--- config.mk ---
export PLATFORM = sky130hd
export DESIGN_NAME = posit_fma_sched
export DESIGN_NICKNAME = d
export VERILOG_FILES = /design/src/rtl/posit_fma_pkg.sv /design/src/rtl/rr_arbiter.sv /design/src/rtl/posit_fma_sched.sv
export SDC_FILE = /design/constraint.sdc
export NUM_CORES = 1
export LEC_CHECK = 0
export ABC_AREA = 1
export CORE_AREA = 2 2 287 289
export DETAILED_ROUTE_END_ITERATION = 10
export DIE_AREA = 0 0 289 291
export DONT_BUFFER_PORTS = 1
export SETUP_SLACK_MARGIN = 0.02
export SLEW_MARGIN = 20
export SYNTH_ARGS = -nofsm -noshare
export SYNTH_HDL_FRONTEND = slang
export SYNTH_SLANG_ARGS = --single-unit
--- constraint.sdc ---
create_clock -name clk -period 5.5 [get_ports clk]
set_clock_uncertainty 0.05 [all_clocks]
set_input_delay 1.1 -clock clk [delete_from_list [all_inputs] [get_ports clk]]
set_output_delay 1.1 -clock clk [all_outputs]
set_load 0.03 [all_outputs]
--- src/rtl/posit_fma_pkg.sv ---
// Shared definitions for the posit FMA datapath and its issue scheduler.
package posit_fma_pkg;

    localparam int OPND_W          = 32;
    localparam int FMA_LAT_DEFAULT = 6;

    // Precision encodings carried on in_pre / out_pre.
    typedef enum logic [1:0] {
        PREC_P8   = 2'd0,
        PREC_P16  = 2'd1,
        PREC_P32  = 2'd2,
        PREC_RSVD = 2'd3
    } prec_e;

    // Datapath configuration; the 4-bit value {in_pre, out_pre} is the mode.
    typedef struct packed {
        logic [1:0] in_pre;
        logic [1:0] out_pre;
    } mode_t;

endpackage

--- src/rtl/rr_arbiter.sv ---
// Combinational round-robin arbiter: the first active request at or after
// ptr (wrapping) wins; grant is one-hot, or zero when nothing requests.
module rr_arbiter #(
    parameter int NUM_REQ = 4,
    parameter int ID_W    = 2
) (
    input  logic [NUM_REQ-1:0] req,
    input  logic [ID_W-1:0]    ptr,
    output logic [NUM_REQ-1:0] gnt,
    output logic [ID_W-1:0]    idx,
    output logic               any
);

    int best_d;

    // Pick the active request with the smallest wrapped distance from ptr.
    always_comb begin
        gnt    = '0;
        idx    = '0;
        any    = 1'b0;
        best_d = NUM_REQ;
        for (int i = 0; i < NUM_REQ; i++) begin
            if (req[i] && (((i - int'(ptr) + NUM_REQ) % NUM_REQ) < best_d)) begin
                best_d = (i - int'(ptr) + NUM_REQ) % NUM_REQ;
                gnt    = '0;
                gnt[i] = 1'b1;
                idx    = ID_W'(i);
                any    = 1'b1;
            end
        end
    end

endmodule

--- src/rtl/posit_fma_sched.sv ---
// Round-robin issue scheduler sharing one posit FMA datapath among several
// requesters. Tracks in-flight work with a tag pipeline matched to the
// datapath latency and drains the pipe before any precision-mode change.
module posit_fma_sched
    import posit_fma_pkg::*;
#(
    parameter int NUM_REQ = 4,
    parameter int ID_W    = 2,
    parameter int FMA_LAT = FMA_LAT_DEFAULT
) (
    input  logic                      clk,
    input  logic                      rst,
    input  logic [NUM_REQ-1:0]        req_valid,
    output logic [NUM_REQ-1:0]        req_ready,
    input  logic [NUM_REQ*32-1:0]     req_a,
    input  logic [NUM_REQ*32-1:0]     req_b,
    input  logic [NUM_REQ*32-1:0]     req_c,
    input  logic [NUM_REQ*32-1:0]     req_d,
    input  logic [NUM_REQ*2-1:0]      req_in_pre,
    input  logic [NUM_REQ*2-1:0]      req_out_pre,
    output logic                      fma_start,
    output logic [31:0]               fma_a,
    output logic [31:0]               fma_b,
    output logic [31:0]               fma_c,
    output logic [31:0]               fma_d,
    output logic [1:0]                fma_in_pre,
    output logic [1:0]                fma_out_pre,
    input  logic [31:0]               fma_result,
    output logic                      rsp_valid,
    output logic [ID_W-1:0]           rsp_id,
    output logic [31:0]               rsp_data,
    output logic [$clog2(FMA_LAT+1):0] inflight,
    output logic                      busy
);

    localparam int CNT_W = $clog2(FMA_LAT+1) + 1;

    typedef enum logic {ST_RUN, ST_DRAIN} state_e;

    state_e            state;
    logic [ID_W-1:0]   rr_ptr;
    logic [ID_W-1:0]   lock_id;
    logic [ID_W-1:0]   iss_id;
    mode_t             cur_mode;

    logic [OPND_W-1:0] a_arr [NUM_REQ];
    logic [OPND_W-1:0] b_arr [NUM_REQ];
    logic [OPND_W-1:0] c_arr [NUM_REQ];
    logic [OPND_W-1:0] d_arr [NUM_REQ];
    mode_t             mode_arr [NUM_REQ];

    logic [NUM_REQ-1:0] cand_gnt;
    logic [ID_W-1:0]    cand_idx;
    logic               cand_any;

    logic               acc;
    logic               go_drain;
    logic [ID_W-1:0]    win_idx;
    logic               drained_now;

    logic               tag_vld_p [FMA_LAT];
    logic [ID_W-1:0]    tag_id_p  [FMA_LAT];

    function automatic logic [ID_W-1:0] ptr_after(input logic [ID_W-1:0] idx);
        if (int'(idx) == NUM_REQ - 1) return '0;
        return idx + 1'b1;
    endfunction

    for (genvar g = 0; g < NUM_REQ; g++) begin : g_unpack
        assign a_arr[g]    = req_a[OPND_W*g +: OPND_W];
        assign b_arr[g]    = req_b[OPND_W*g +: OPND_W];
        assign c_arr[g]    = req_c[OPND_W*g +: OPND_W];
        assign d_arr[g]    = req_d[OPND_W*g +: OPND_W];
        assign mode_arr[g] = {req_in_pre[2*g +: 2], req_out_pre[2*g +: 2]};
    end

    rr_arbiter #(
        .NUM_REQ (NUM_REQ),
        .ID_W    (ID_W)
    ) u_arb (
        .req (req_valid),
        .ptr (rr_ptr),
        .gnt (cand_gnt),
        .idx (cand_idx),
        .any (cand_any)
    );

    // The datapath currently holds the last issued mode.
    assign cur_mode    = {fma_in_pre, fma_out_pre};
    // Pipe is empty once any result returning this cycle is discounted.
    assign drained_now = (inflight == CNT_W'(rsp_valid));
    assign rsp_valid   = tag_vld_p[FMA_LAT-1];
    assign rsp_id      = tag_id_p[FMA_LAT-1];
    assign rsp_data    = fma_result;
    assign busy        = (inflight != '0) || (state == ST_DRAIN);

    // Accept decision: same-mode or empty pipe issues now; a mode change
    // locks the candidate and waits in DRAIN, blocking everyone else.
    always_comb begin
        req_ready = '0;
        acc       = 1'b0;
        go_drain  = 1'b0;
        win_idx   = cand_idx;
        if (state == ST_RUN) begin
            if (cand_any) begin
                if ((mode_arr[cand_idx] == cur_mode) || drained_now) begin
                    req_ready = cand_gnt;
                    acc       = 1'b1;
                end else begin
                    go_drain = 1'b1;
                end
            end
        end else begin
            win_idx = lock_id;
            if ((inflight == '0) && req_valid[lock_id]) begin
                req_ready[lock_id] = 1'b1;
                acc                = 1'b1;
            end
        end
    end

    // Issue registers, FSM, round-robin pointer and in-flight counter.
    always_ff @(posedge clk) begin
        if (rst) begin
            state       <= ST_RUN;
            rr_ptr      <= '0;
            lock_id     <= '0;
            iss_id      <= '0;
            fma_start   <= 1'b0;
            fma_a       <= '0;
            fma_b       <= '0;
            fma_c       <= '0;
            fma_d       <= '0;
            fma_in_pre  <= '0;
            fma_out_pre <= '0;
            inflight    <= '0;
        end else begin
            fma_start <= acc;
            if (acc) begin
                fma_a       <= a_arr[win_idx];
                fma_b       <= b_arr[win_idx];
                fma_c       <= c_arr[win_idx];
                fma_d       <= d_arr[win_idx];
                fma_in_pre  <= mode_arr[win_idx].in_pre;
                fma_out_pre <= mode_arr[win_idx].out_pre;
                iss_id      <= win_idx;
                rr_ptr      <= ptr_after(win_idx);
            end
            case (state)
                ST_RUN: begin
                    if (go_drain) begin
                        lock_id <= cand_idx;
                        state   <= ST_DRAIN;
                    end
                end
                default: begin
                    if (acc || !req_valid[lock_id]) state <= ST_RUN;
                end
            endcase
            inflight <= inflight + CNT_W'(acc) - CNT_W'(rsp_valid);
        end
    end

    // Tag pipeline: stage 0 captures the issue strobe, last stage is the response.
    always_ff @(posedge clk) begin
        if (rst) begin
            for (int k = 0; k < FMA_LAT; k++) begin
                tag_vld_p[k] <= 1'b0;
                tag_id_p[k]  <= '0;
            end
        end else begin
            tag_vld_p[0] <= fma_start;
            tag_id_p[0]  <= iss_id;
            for (int k = 1; k < FMA_LAT; k++) begin
                tag_vld_p[k] <= tag_vld_p[k-1];
                tag_id_p[k]  <= tag_id_p[k-1];
            end
        end
    end

endmodule

==> metrics.log <==
INFO  metric die_area = 0.0841 mm2
INFO  metric critPathKind = input pin to output pin
INFO  metric cts_buffers = 17
INFO  metric dr_total_vias = 11,769
INFO  metric post_synth_instance_area = roughly 0.011 mm2
INFO  metric clk_pin_slew_worst_paths = 80 ps
INFO  metric worstMarginPinSlew = about 810 ps
INFO  metric floorplan.initialDensity = ~14%
INFO  metric timing.critical_path.arrival = 4070 ps
INFO  metric largest_net_degree_at_the_start_of_global_routing = between 100 and 150
INFO  metric synth.top_cells.by_area = dfxtp_1 (30%), nor2_1 (20%), o21ai_0 (8.3%)
INFO  metric mappedNetlistNets = about 2,300
INFO  metric via_density_per_instance = approximately 4.3
INFO  metric outcome = complete, no violations
INFO  metric layout.nets = around 2,200
INFO  metric final_antenna_net_count = 0
INFO  metric wire_length_of_the_first_global_routing_pass = about 70 mm
INFO  metric most_frequently_used_flop_master_after_synthesis = dfxtp_1
INFO  metric post_synth_inst_count = 1,764
INFO  metric static-leakage-power = 4.94 nW
INFO  metric final_critical_period = about 5200 ps
INFO  metric hold_viol = 0
INFO  metric boundaryPins = approximately 740
INFO  metric routed.top_layer = met5
INFO  metric setup_viol = 0
INFO  metric yosys_reg_bits = between 150 and 200
INFO  metric irDropWorstVdd = approximately 0.55 mV
INFO  metric total_power = between 10 and 15 mW
INFO  metric global_route.usage.total = a little under an eighth
INFO  metric place_ws = about 150 ps
INFO  metric timing.critical_path.fanout_max = 10
INFO  metric dr_wl_met2 = between 20 and 25 mm
INFO  metric finalMaxSlewViolations = 0
INFO  metric detailed_place_hpwl = between 40 and 50 mm
INFO  metric detail_route.drc_violations = 0
INFO  metric ys.warnings.count = 0
INFO  metric worst-endpoint-required = 4350 ps
INFO  metric number_of_buffers_on_the_longest_clock_path = 2
INFO  metric drive_gt1_share = under 10%
INFO  metric cts.sink_count = 162
INFO  metric min_period_over_period = between 90% and 100%
INFO  metric grt_setup_unrepaired = true
INFO  metric cts_root_buf = clkbuf_16
INFO  metric clock_h_tree_levels = 4
INFO  metric globalRoute.totalOverflow = 0
INFO  metric insertion_delay = about 490 ps
INFO  metric max_slew_margin = between 40% and 50%
INFO  metric area.sequential = roughly 0.0032 mm2
INFO  metric io_buffers = 0
INFO  metric synth_top_area_cell = dfxtp_1
INFO  metric finalWirelength = around 53 mm
INFO  metric floorplan.die.height = between 200 and 300 um
INFO  metric hold_buf_count_cts = 0
INFO  metric syn_to_final_growth = 14.4%
INFO  metric cap_violations = 0
INFO  metric utilization = between 15 and 20%
INFO  metric ys_async_rst_share = 0%
INFO  metric synth_sequential_area_ratio = 29.6%
INFO  metric core_region_area = approximately 0.081 mm2
INFO  metric critical_path.endpoint_type = output pin
INFO  metric power.density_cell_area = between 800 and 900 mW/mm2
INFO  metric num-fill-cells = roughly 9,500
INFO  metric detail_routed_net_length_per_standard_cell = a little under 20 um
INFO  metric cts_tree = done
INFO  metric max_clock_freq = between 150 and 200 MHz
INFO  metric drt-initial-drc-count = 756
INFO  metric min-delay-path-class = flip-flop to flip-flop
INFO  metric first_global_vias = approximately 11,000
INFO  metric hold_ws = 351 ps
INFO  metric antenna_found_initial = 23
INFO  metric multi_input_combinational_cell_area = 0.00642 mm2
INFO  metric drt_first_pass_iters = 5
INFO  metric synthDominantCellAreaShare = between 20% and 30%
INFO  metric worstSetupStartpointType = input pin
INFO  metric postLayoutSetupSlackWorst = 276 ps
INFO  metric avgSynthCellArea = about 6.2 um2
INFO  metric detailroute.wirelength.met3 = just over 5 mm
INFO  metric synth_top_cells_by_count = nor2_1 (576), nand2_1 (226), o21ai_0 (182), dfxtp_1 (162)
INFO  metric globalplace.congestion = between 0.9 and 1
INFO  metric floorplan.rows = ~110
INFO  metric yosysMostFrequentCell = nor2_1
INFO  metric drt-met1-wl = between 15 and 20 mm
INFO  metric regToRegSetupSlack = a little under 1000 ps
INFO  metric synth_edf_count = 0
INFO  metric netlist-cell-type-count = 30
INFO  metric die_w = 289 um
-- layout make-up --
class | count | area share, %
inverter | 98 | 3.09
clock inverter | 15 | 1.47
multi-input combinational | 1323 | 51.1
antenna | 15 | 0.299
tap | 1070 | 10.7
clock buffer | 17 | 3.39
sequential | 162 | 25.8
timing repair buffer | 52 | 4.11
-- power breakdown --
| part | switching [mW] | total (mW) | internal [mW] |
|---|---|---|---|
| clock | 0.669 | 1.28 | 0.615 |
| combinational | 4.39 | 6.57 | 2.18 |
| sequential | 1.02 | 2.61 | 1.59 |
| total | 6.08 | 10.5 | 4.39 |
-- flip-flops by register name, summed over array words and instances (netlist names) --
name         flops
inflight         4
fma_in_pre       2
iss_id           2
tag_id_p        12
fma_d           32
fma_b           32
fma_a           32
fma_start        1
tag_vld_p        6
state            1
fma_c           32
lock_id          2
rr_ptr           2
fma_out_pre      2
-- logic make-up after synthesis --
logic type	after synthesis	share of synthesized area, %
XOR/XNOR	2	0.160
buffers and inverters	279	12.4
AND/OR/NAND/NOR	958	36.7
adder cells (fa/ha/maj)	9	1.10
flip-flops	162	29.6
AO/OA/AOI/OAI	354	20.1
-- critical path, stage by stage --
cell       delay, ps
nand2_1           70
nand2_1           90
nand2_1           90
inv_1             60
a22oi_2          160
ha_1             260
inv_1             50
nor2_1            40
nand2_1          100
nand3_2           90
nand2_1           80
o21ai_1           60
ha_1             270
inv_1             50
nor2_1            30
nand2_1          100
nand3_4          150
buf_4            200
o2111ai_1         90
nand2_1           80
nand2_1           60
nand2_1           50
nor2_1            80
nand2_1           70
nand2_1          120
nand2_4          110
o32ai_1          160
buf_4            220
-- routing by layer --
layer / up-vias / global-route usage [%]
met3: 116 / 4.57
met2: 664 / 19.3
met5: - / 0
li1: 5586 / -
met1: 5393 / 12.7
met4: 10 / 8.62
-- path summary, 6_finish.rpt --
| kind | startpoint | depth (start not counted) | endpoint |
|---|---|---|---|
| setup / recovery | req_valid[0] | 28 | req_ready[1] |
| hold / removal | tag_id_p[0][1] | 2 | tag_id_p[0][3] |
| setup reg to reg | rr_ptr[0] | 35 | inflight[2] |
| hold reg to reg | tag_id_p[0][1] | 2 | tag_id_p[0][3] |
-- repair_timing --
| action | CTS | global route |
|---|---|---|
| setup buffers | 0 | 1 |
| hold endpoints to repair | 0 | 0 |
| resized for setup | 0 | 5 |
| setup endpoints to repair | 0 | 4 |
-- cells in the final DEF (no fill, tap or decap), types with 2 or more instances in the layout --
cell type  instances
a21oi_1           27
a31oi_1            2
buf_12            10
buf_4             42
clkbuf_16         17
clkinv_4           3
clkinv_8           6
dfxtp_1          162
diode_2           15
ha_1               8
inv_1             92
inv_2              2
inv_4              2
inv_6              3
inv_8              5
nand2_1          224
nand2_4            4
nand3_1           42
nand3b_1          70
nor2_1           576
o2111ai_1          2
o21ai_0          180
o21ai_1            3
o21ai_2            2
o22ai_1           42
o32ai_1           92
or2_2             38
xnor2_1            2
-- stage by stage --
stage / cells / TNS (ps) / area [um2]
6_report: 2752 / 0 / 12600
5_1_grt: 2749 / -58.9 / 12500
4_1_cts: 2736 / 0 / 12500
3_5_place_dp: 2704 / 0 / 11900
3_3_place_gp: 2704 / 0 / 11900
2_1_floorplan: 1764 / -66.7 / 11000
Power figures use the tool's default switching activity.
